**config.mk**
```make
export PLATFORM = sky130hd
export DESIGN_NAME = disp_queue_sched
export DESIGN_NICKNAME = d
export VERILOG_FILES = /design/src/rtl/disp_queue_sched.sv
export SDC_FILE = /design/constraint.sdc
export NUM_CORES = 1
export LEC_CHECK = 0
export BUFFER_PORTS_ARGS = -buffer_cell sky130_fd_sc_hd__buf_4
export CAP_MARGIN = 0
export CORE_MARGIN = 10
export CORE_UTILIZATION = 40
export CTS_CLUSTER_SIZE = 16
export DETAILED_ROUTE_END_ITERATION = 16
export PLACE_DENSITY_LB_ADDON = 0.08
export SYNTH_ARGS = -nofsm -noshare
export SYNTH_HDL_FRONTEND = slang
export SYNTH_SLANG_ARGS = --single-unit
```
**constraint.sdc**
```tcl
create_clock -name i_clk -period 4.77 [get_ports i_clk]
set_clock_uncertainty 0.1 [all_clocks]
set_input_delay 0.477 -clock i_clk [delete_from_list [all_inputs] [get_ports i_clk]]
set_output_delay 0.477 -clock i_clk [all_outputs]
set_load 0.05 [all_outputs]
```
**src/rtl/disp_queue_sched.sv**
```systemverilog
// Byte queue feeding a 7-segment display: each dequeued byte is held for a
// fixed number of clock cycles, with pause, flush and sticky overflow.
module disp_queue_sched #(
  parameter int DEPTH       = 4,
  parameter int HOLD_CYCLES = 25000000
) (
  input  logic                     i_clk,
  input  logic                     i_rst_n,
  input  logic                     i_rx_dv,
  input  logic [7:0]               i_rx_byte,
  input  logic                     i_pause,
  input  logic                     i_clear,
  output logic [7:0]               o_disp_byte,
  output logic                     o_showing,
  output logic [$clog2(DEPTH):0]   o_level,
  output logic                     o_overflow
);

  localparam int AW = $clog2(DEPTH);
  localparam int CW = $clog2(HOLD_CYCLES);
  localparam logic [AW:0]   LEVEL_FULL = (AW+1)'(DEPTH);
  localparam logic [CW-1:0] HOLD_LAST  = CW'(HOLD_CYCLES - 1);

  typedef enum logic [1:0] {IDLE, LOAD, SHOW} state_t;

  state_t        state;
  logic [AW-1:0] rd_ptr;
  logic [AW-1:0] wr_ptr;
  logic [CW-1:0] hold_cnt;
  logic [7:0]    mem [DEPTH];

  logic full;
  logic pop;
  logic push;

  // NOTE: always_comb with '=' only; every signal gets a value on every pass so no latch is inferred.
  always_comb begin
    full = (o_level == LEVEL_FULL);
    pop  = (state == LOAD) && !i_pause && (o_level != '0);
    // A full queue still accepts a byte when the head leaves on the same edge.
    push = i_rx_dv && (!full || pop);
  end

  // NOTE: the storage array has no reset; pointers and level define which entries are valid.
  always_ff @(posedge i_clk) begin
    if (push && !i_clear) mem[wr_ptr] <= i_rx_byte;
  end

  // NOTE: sequential state uses '<=' so every register samples pre-edge values (e.g. mem[rd_ptr] during a full push+pop).
  always_ff @(posedge i_clk or negedge i_rst_n) begin
    if (!i_rst_n) begin
      state       <= IDLE;
      rd_ptr      <= '0;
      wr_ptr      <= '0;
      hold_cnt    <= '0;
      o_disp_byte <= 8'h00;
      o_showing   <= 1'b0;
      o_level     <= '0;
      o_overflow  <= 1'b0;
    end else if (i_clear) begin
      state       <= IDLE;
      rd_ptr      <= '0;
      wr_ptr      <= '0;
      hold_cnt    <= '0;
      o_disp_byte <= 8'h00;
      o_showing   <= 1'b0;
      o_level     <= '0;
      o_overflow  <= 1'b0;
    end else begin
      if (push) wr_ptr <= wr_ptr + AW'(1);
      if (pop)  rd_ptr <= rd_ptr + AW'(1);

      if (push && !pop)      o_level <= o_level + (AW+1)'(1);
      else if (pop && !push) o_level <= o_level - (AW+1)'(1);

      if (i_rx_dv && full && !pop) o_overflow <= 1'b1;

      case (state)
        IDLE: begin
          if (o_level != '0 && !i_pause) state <= LOAD;
        end
        LOAD: begin
          if (pop) begin
            o_disp_byte <= mem[rd_ptr];
            hold_cnt    <= '0;
            o_showing   <= 1'b1;
            state       <= SHOW;
          end
        end
        SHOW: begin
          if (!i_pause) begin
            // Counter parks at its last value on exit so it can never wrap.
            if (hold_cnt == HOLD_LAST) begin
              o_showing <= 1'b0;
              state     <= (o_level != '0) ? LOAD : IDLE;
            end else begin
              hold_cnt <= hold_cnt + CW'(1);
            end
          end
        end
        default: state <= IDLE;
      endcase
    end
  end

endmodule

```
==> results_dict.tcl, run 1 <==
set metrics [dict create \
    grt_pass1_wl_mm 12.9 \
    slew_headroom_pct 38.0 \
    syn-num-nets 326 \
    dp_slack_ps 2080 \
    port_buffers 25 \
    synth_edf_count 32 \
    max-cap-violations 0 \
    critical_path_arrival_ps 2860 \
    outcome "finished clean" \
    layout-drive-gt1-share_pct 19.9 \
    cts_tree "done" \
    drc 0 \
    required_ps 4960 \
    cts_hold_buf 0 \
    rsz0062_at_grt "no" \
    synth_seq_area_share_pct 56.6 \
    worst-path-buf-inv 0 \
    htreeDepth 3 \
    timing.final.ws_setup_ps 2100 \
    max_stage_delay_ps 620 \
    clk_root_buffer_cell "clkbuf_8" \
    rows 34 \
    gp_congestion 0.763 \
    avgSynthCellArea_um2 11.9 \
    hold_class "in -> async" \
    drv_slew 0 \
    grt_overflow_total 0 \
    drt_iter0_drc 125 \
    core_area_um2 8810 \
    antenna_found_initial 0 \
    worstSetupPathType "reg -> reg" \
    cts_setup_buffers 0 \
    max_freq_mhz 375 \
    p_leak_nw 1.61 \
    worst_slew_pin_slew_ps 929 \
    nets 351 \
    crit_path_end_kind "register" \
    vias_per_cell 5.38 \
    die_h_um 115 \
    final_cell_mix "dfrtp_1 (44), nor2_1 (33), edfxtp_1 (32)" \
    grt_max_degree 45 \
    hpwl_mm 5.24 \
    async_reset_ff_share_pct 57.9 \
    grt_use_total_pct 12.3 \
    synth_cells 307 \
    setup_viol 0 \
    fp.dieW_um 115 \
    clockBufferDepth 2 \
    period_share_pct 56.0 \
    cts_buffers 9 \
    irDropWorstVdd_uv 200 \
    diodes 0 \
    ys_warn_count 0 \
    grt_pass1_vias 2540 \
    syn_to_final_growth_pct 12.6 \
    start_util_pct 41.4 \
    routed_wirelength_mm 7.74 \
    cts.sinks 76 \
    cp_top_family "simple AND/OR/NAND/NOR gates" \
    powerDensity_nw_per_um2 378 \
    route.vias.total 2394 \
    hold_violations 0 \
    worstPathMaxFanout 21 \
    postRouteAntennaNets 0 \
    pin_count 26 \
    firstDrtPassIters 4 \
    wl_per_cell_um 17.4 \
    finalSetupTns_ps 0 \
    startpoint_type "register" \
    crit_top_cell "nand2b_1" \
    critical-path-slowest-cell "nand2b_1" \
    synth-main-ff-cell "dfrtp_1" \
    ys_ff_latch 76 \
    min_period_ps 2670 \
    syn_area_um2 3640 \
    worstSkewPairLatency_ps 350 \
    final_common_cell "dfrtp_1" \
    crit_chain "nor3_1 > nand2b_1 > nand2b_1 > o22ai_1 > a22o_1" \
    cts.clk_slew.worst_paths_ps 90 \
    die_area_um2 13300 \
    cts_resized 0 \
    n_fill_cell 816 \
    yosysUniqueCellTypes 59 \
]
[state kept, by name, indices dropped and copies added, names as in the netlist]
register and flops:
mem 32, o_level 3, hold_cnt 25, wr_ptr 2
o_disp_byte 8, rd_ptr 2, o_showing 1, state 2
o_overflow 1
[final timing paths]
| path | startpoint | endpoint | slack (ps) | cells past startpoint |
|---|---|---|---|---|
| max reg2reg | o_level[2] | hold_cnt[5] | 2100 | 5 |
| min in group i_clk | i_rx_byte[7] | mem[2][7] | 220 | 1 |
| min reg2reg | hold_cnt[0] | hold_cnt[0] | 430 | 1 |
| max | o_level[2] | hold_cnt[5] | 2100 | 5 |
| max in group asynchronous | i_rst_n | o_disp_byte[5] | 4170 | 1 |
| min | i_rst_n | hold_cnt[2] | 20 | 1 |
[report_power, final]
group,switching (W),internal [W],total [W]
clock,0.000288,0.000211,0.000499
sequential,0.0000364,0.000723,0.000759
combinational,0.000181,0.000111,0.000292
total,0.000505,0.00104,0.00155
[logic make-up after synthesis]
logic type,share of synthesized area (%)
compound gates,10.1
xor+xnor,2.89
fa+ha+maj,2.27
buf+inv,2.58
flops,56.6
mux,5.60
simple gates,20.0
[layer usage]
| metal | track usage, % | share of wire [%] |
|---|---|---|
| met3 | 4.19 | 3.9 |
| met4 | 3.63 | 0.81 |
| met1 | 14.4 | 46 |
| met2 | 21.0 | 49 |
| met5 | 0 | 0 |
[synthesized netlist by cell type, drive strengths merged, types with 7 or more instances]
master / number / share of area, %
nand2: 29 / 3.1
nand3: 15 / 2.2
o22ai: 7 / 1.2
mux4: 8 / 4.9
nand4: 8 / 2.1
nor3: 9 / 1.4
inv: 7 / 0.72
dfrtp: 44 / 30
edfxtp: 32 / 26
nor2: 33 / 3.4
a21oi: 15 / 2.2
o21ai: 8 / 1.1
nor4: 8 / 2.0
xor2: 8 / 1.9
[cell type report]
class	count	area (um2)	share of cell area, %
Sequential cell	76	2060	50.3
Multi-Input combinational cell	212	1490	36.2
Timing Repair Buffer	26	195	4.76
Tap cell	108	135	3.29
Clock buffer	9	124	3.02
Clock inverter	7	73.8	1.80
Inverter	7	26.3	0.640
[per-stage QoR]
stage | cell area, um2 | utilization, % | hold slack, ps | instances | total power [W]
3_3_place_gp | 3910 | 44.3 | 412 | 429 | 0.00107
3_5_place_dp | 3910 | 44.3 | 415 | 429 | 0.00107
5_1_grt | 4100 | 46.6 | 47.1 | 445 | 0.00163
2_1_floorplan | 3640 | - | 81.4 | 307 | 0.000980
6_report | 4100 | 46.6 | 21.1 | 445 | 0.00155
4_1_cts | 4100 | 46.6 | 27.5 | 445 | 0.00158
No activity file was read; power rests on OpenSTA's default activity.
==> run 2: changes to the inputs <==
clock period = 2.5 ns   (was 4.77 ns; I/O delays follow)
==> run 2 against run 1 <==
Compared with the run above: power rose by 100%; sequential share of layout area shrank 2.0 points; setup slack worse by 2000 ps; clock power increased by 120%; critical path depth is 3 higher; critical endpoint is now o_level[2]; combinational power grew 100%; cell count rose by 3.6%; count of clock-buffer cells in the layout stayed put; register-to-register slack got worse by 2000 ps.
==> results_dict.tcl, run 2 (synthesized netlist as in run 1, its figures left out) <==
set metrics [dict create \
    max_freq_mhz 419 \
    top_regs "mem x32, hold_cnt x25, o_disp_byte x8" \
    min_period_ps 2390 \
    rsz0062_at_grt "no" \
    period_share_pct 95.5 \
    grt_max_degree 45 \
    holdWs_ps 109 \
    drc 0 \
    wl_per_cell_um 16.5 \
    top_register "mem" \
    antenna_found_initial 0 \
    final_common_cell "dfrtp_1" \
    multiInputGateArea_um2 1490 \
    firstDrtPassIters 4 \
    diodes 0 \
    finalSetupTns_ps 0 \
    irDropWorstVdd_uv 465 \
    start_util_pct 41.4 \
    htreeDepth 3 \
    hold_class "in -> reg" \
    clk_root_buffer_cell "clkbuf_8" \
    pin_count 26 \
    routed_wirelength_mm 7.63 \
    grt_pass1_vias 2649 \
    grt_use_total_pct 12.3 \
    hold_end "o_overflow" \
    cts_buffers 9 \
    die_h_um 115 \
    n_fill_cell 777 \
    cts_resized 0 \
    gp_congestion 0.751 \
    crit_path_end_kind "register" \
    hold_violations 0 \
    cts.sinks 76 \
    core_area_um2 8810 \
    max-cap-violations 0 \
    fp.dieW_um 115 \
    required_ps 2680 \
    grt_pass1_wl_mm 13.1 \
    rows 34 \
    timing.final.ws_setup_ps 112 \
    drv_slew 0 \
    setup_viol 0 \
    die_area_um2 13300 \
    startpoint_type "register" \
    vias_per_cell 5.33 \
    layout-drive-gt1-share_pct 22.1 \
    r2r_end "o_level[2]" \
    clockBufferDepth 2 \
    stdcell_area_um2 4280 \
    seqCellArea_um2 2070 \
    r2r-start "state[0]" \
    drt_iter0_drc 140 \
    worst_slew_pin_slew_ps 571 \
    grt_overflow_total 0 \
    route.vias.total 2458 \
    whs_path_depth 3 \
    worstSkewPairLatency_ps 350 \
    largest_register_ffs 32 \
    port_buffers 25 \
    slew_headroom_pct 61.7 \
    cts.clk_slew.worst_paths_ps 90 \
    rrSetupSlack_ps 110 \
    outcome "finished clean" \
    final_core_util_pct 48.6 \
    placed_area_um2 3960 \
    powerDensity_nw_per_um2 730 \
    final_cell_mix "dfrtp_1 (41), buf_4 (33), nor2_1 (32), edfxtp_1 (32), nand2_1 (28)" \
    cts_tree "done" \
    worstSetupPathType "reg -> reg" \
    dp_slack_ps 144 \
    hpwl_mm 5.33 \
    syn_to_final_growth_pct 17.6 \
    worstPathMaxFanout 5 \
    critical_path_arrival_ps 2570 \
    worstRegToRegCells 8 \
    p_leak_nw 1.69 \
    nets 367 \
    hold_start "i_rx_dv" \
    postRouteAntennaNets 0 \
]
[run 2: cell count changes in the layout (fill, tap and decap cells not counted), sizes merged]
cell / delta
dlygate4sd3: +9
bufinv: +2
buf: +7
inv: -2
[run 2: how the worst max path moves through the flow]
stage	startpoint	end	slack, ps	depth (start not counted)
2_1_floorplan	state[1]	o_level[2]	30	9
3_3_place_gp	i_pause	o_level[2]	210	9
3_5_place_dp	state[0]	o_level[2]	140	8
4_1_cts	state[0]	o_level[2]	110	8
6_report	state[0]	o_level[2]	110	8
5_1_grt	state[0]	o_level[2]	8	8
[run 2: layout make-up]
| cell class | instances | area share (%) |
|---|---|---|
| tap | 108 | 3.16 |
| clock inverter | 7 | 2.43 |
| clock buffer | 9 | 2.89 |
| multi-input combinational | 212 | 34.8 |
| inverter | 7 | 0.614 |
| sequential | 76 | 48.2 |
| timing repair buffer | 42 | 7.89 |
[run 2: routing by layer]
metal	track usage [%]	wire (um)
met1	15.6	3570
met2	19.9	3750
met3	3.20	202
met4	4.31	104
met5	0	0
[run 2: critical path, cell delays in order (launching register included)]
cell      delay, ps
dfrtp_1         410
or3b_1          440
a31o_2          330
nor2_1          120
fa_1            240
nor4b_1          70
a311oi_1        320
xnor2_1         150
nor2b_1         130
[run 2: what timing repair did]
item | 4_1_cts | 5_1_grt
hold buffers | 9 | 0
setup buffers | 0 | 1
hold endpoints to repair | 76 | 0
endpoints found under the setup margin | 0 | 1
[run 2: power by group]
part | switching, W | internal (W) | total [W]
Clock | 0.000505 | 0.000580 | 0.00108
Combinational | 0.000355 | 0.000241 | 0.000595
Sequential | 0.0000645 | 0.00138 | 0.00145
[run 2: stage by stage]
stage,instances,total power (W)
final,461,0.00313
after global routing,461,0.00328
after CTS,460,0.00316
after detailed placement,435,0.00205
after global placement,435,0.00205
after floorplan,307,0.00188
==> run 3: changes to the inputs <==
clock period = 2.4 ns   (was 2.5 ns; I/O delays follow)
==> run 3 against run 2 <==
Compared with the run above: flip-flop and latch count did not move; wire length rose by 4.7%; combinational power rose by 14%; die area did not move; power rose by 6.4%; cell count rose by 0.65%; via count rose by 0.94%; count of clock-buffer cells in the layout did not move; setup slack improved by 22 ps; fmax rose by 5.4%; first-iteration DRC count fell by 17%; largest power group unchanged; critical path type unchanged; final area rose by 1.5%.
==> results_dict.tcl, run 3 (synthesized netlist as in run 1, its figures left out) <==
set metrics [dict create \
    highest_layer "met4" \
    worstPathMaxFanout 3 \
    core_area_um2 8810 \
    min_period_ps 2270 \
    critPathLaunch "state[1]" \
    grt_pass1_vias 2586 \
    grt_overflow_total 0 \
    clk_root_buffer_cell "clkbuf_8" \
    startpoint_type "register" \
    outcome "finished clean" \
    slew_headroom_pct 59.8 \
    vias_per_cell 5.35 \
    antenna_found_initial 0 \
    layout-drive-gt1-share_pct 24.4 \
    cts.clk_slew.worst_paths_ps 80 \
    firstDrtPassIters 4 \
    drc 0 \
    pin_count 26 \
    route.vias.total 2481 \
    cts_tree "done" \
    final_cell_mix "dfrtp_1 (41), buf_4 (36), edfxtp_1 (32)" \
    p_leak_nw 1.71 \
    port_buffers 25 \
    routed_wirelength_mm 7.98 \
    grt_use_total_pct 12.9 \
    wl_per_cell_um 17.2 \
    cts.sinks 76 \
    gp_congestion 0.796 \
    max-cap-violations 0 \
    irDropWorstVdd_uv 417 \
    required_ps 2530 \
    wl_met3_um 220 \
    clockBufferDepth 2 \
    fp.dieW_um 115 \
    largest_register_ffs 32 \
    r2r-start "state[1]" \
    die_h_um 115 \
    final_common_cell "dfrtp_1" \
    drv_slew 0 \
    grt_pass1_wl_mm 13.6 \
    worst_slew_pin_slew_ps 603 \
    worstSkewPairLatency_ps 350 \
    drt_iter0_drc 116 \
    timing.final.ws_setup_ps 135 \
    crit_path_end_kind "register" \
    postRouteAntennaNets 0 \
    cts_buffers 9 \
    top_regs "mem x32, hold_cnt x25, o_disp_byte x8" \
    n_fill_cell 803 \
    htreeDepth 3 \
    grt_max_degree 45 \
    critical_path_arrival_ps 2390 \
    finalSetupTns_ps 0 \
    hold_start "i_rx_dv" \
    diodes 0 \
    powerDensity_nw_per_um2 765 \
    max_freq_mhz 441 \
    dr_wl_met2_mm 4.05 \
    start_util_pct 41.4 \
    die_area_um2 13300 \
    period_share_pct 94.4 \
    hold_class "in -> reg" \
    hpwl_mm 5.46 \
    rsz0062_at_grt "no" \
    syn_to_final_growth_pct 19.4 \
    nets 370 \
    worstSetupPathType "reg -> reg" \
    rows 34 \
    total_power_w 0.00333 \
    setup_viol 0 \
    hold_violations 0 \
    dp_slack_ps 85.4 \
    top_register "mem" \
    wl_met1_mm 3.63 \
]
run 3: changes by cell type in the layout (fill, tap and decap cells not counted), moves of 2 or more:
cell / before / now
nor2_4: 0 / 2
nor2_1: 32 / 30
buf_4: 33 / 36
inv_6: 5 / 3
run 3: final cells by class:
type                            count  area [um2]  share of cell area (%)
Sequential cell                    76        2070                    47.5
Multi-Input combinational cell    212        1530                    35.2
Timing Repair Buffer               45         360                    8.29
Tap cell                          108         135                    3.11
Clock buffer                        9         124                    2.85
Clock inverter                      7         106                    2.45
Inverter                            7        26.3                   0.604
run 3: repair_timing:
item / in CTS / in global routing
resized for setup: 0 / 7
endpoints found under the setup margin: 0 / 1
endpoints found under the hold margin: 76 / 0
setup buffers: 0 / 1
hold buffers: 9 / 0
run 3: report_power, final:
part | switching, W | internal (W)
sequential | 0.0000697 | 0.00144
combinational | 0.000394 | 0.000284
clock | 0.000532 | 0.000606
total | 0.000996 | 0.00233
run 3: worst max-delay path, cell delays in order, from the launching register on:
cell	delay, ps
dfrtp_1	380
or3b_4	430
nor2_4	150
nor2_4	50
fa_2	410
nor4_2	270
a311oi_1	90
xnor2_1	130
nor2b_1	130
run 3: metal layers:
metal | vias up | GRT usage (%)
met1 | 1214 | 16.1
li1 | 1231 | -
met2 | 28 | 21.4
met5 | - | 0
met3 | 8 | 2.95
met4 | 0 | 4.98
run 3: through the flow:
step                instance area, um2  hold slack (ps)  util (%)  cells
floorplan                         3660             -156         -    307
global placement                  3990              190      45.3    438
detailed placement                3990              193      45.3    438
CTS                               4310              121      48.9    463
global route                      4350              163      49.4    464
finish                            4350              114      49.4    464
run 3: path summary, 6_finish.rpt:
path	cells after the start	slack, ps	to
worst max register to register	8	130	o_level[2]
max in group asynchronous	2	1420	o_level[2]
min in group asynchronous	2	320	hold_cnt[22]
worst min register to register	2	430	o_disp_byte[6]
worst min-delay path	3	110	o_overflow
worst max-delay path	8	130	o_level[2]
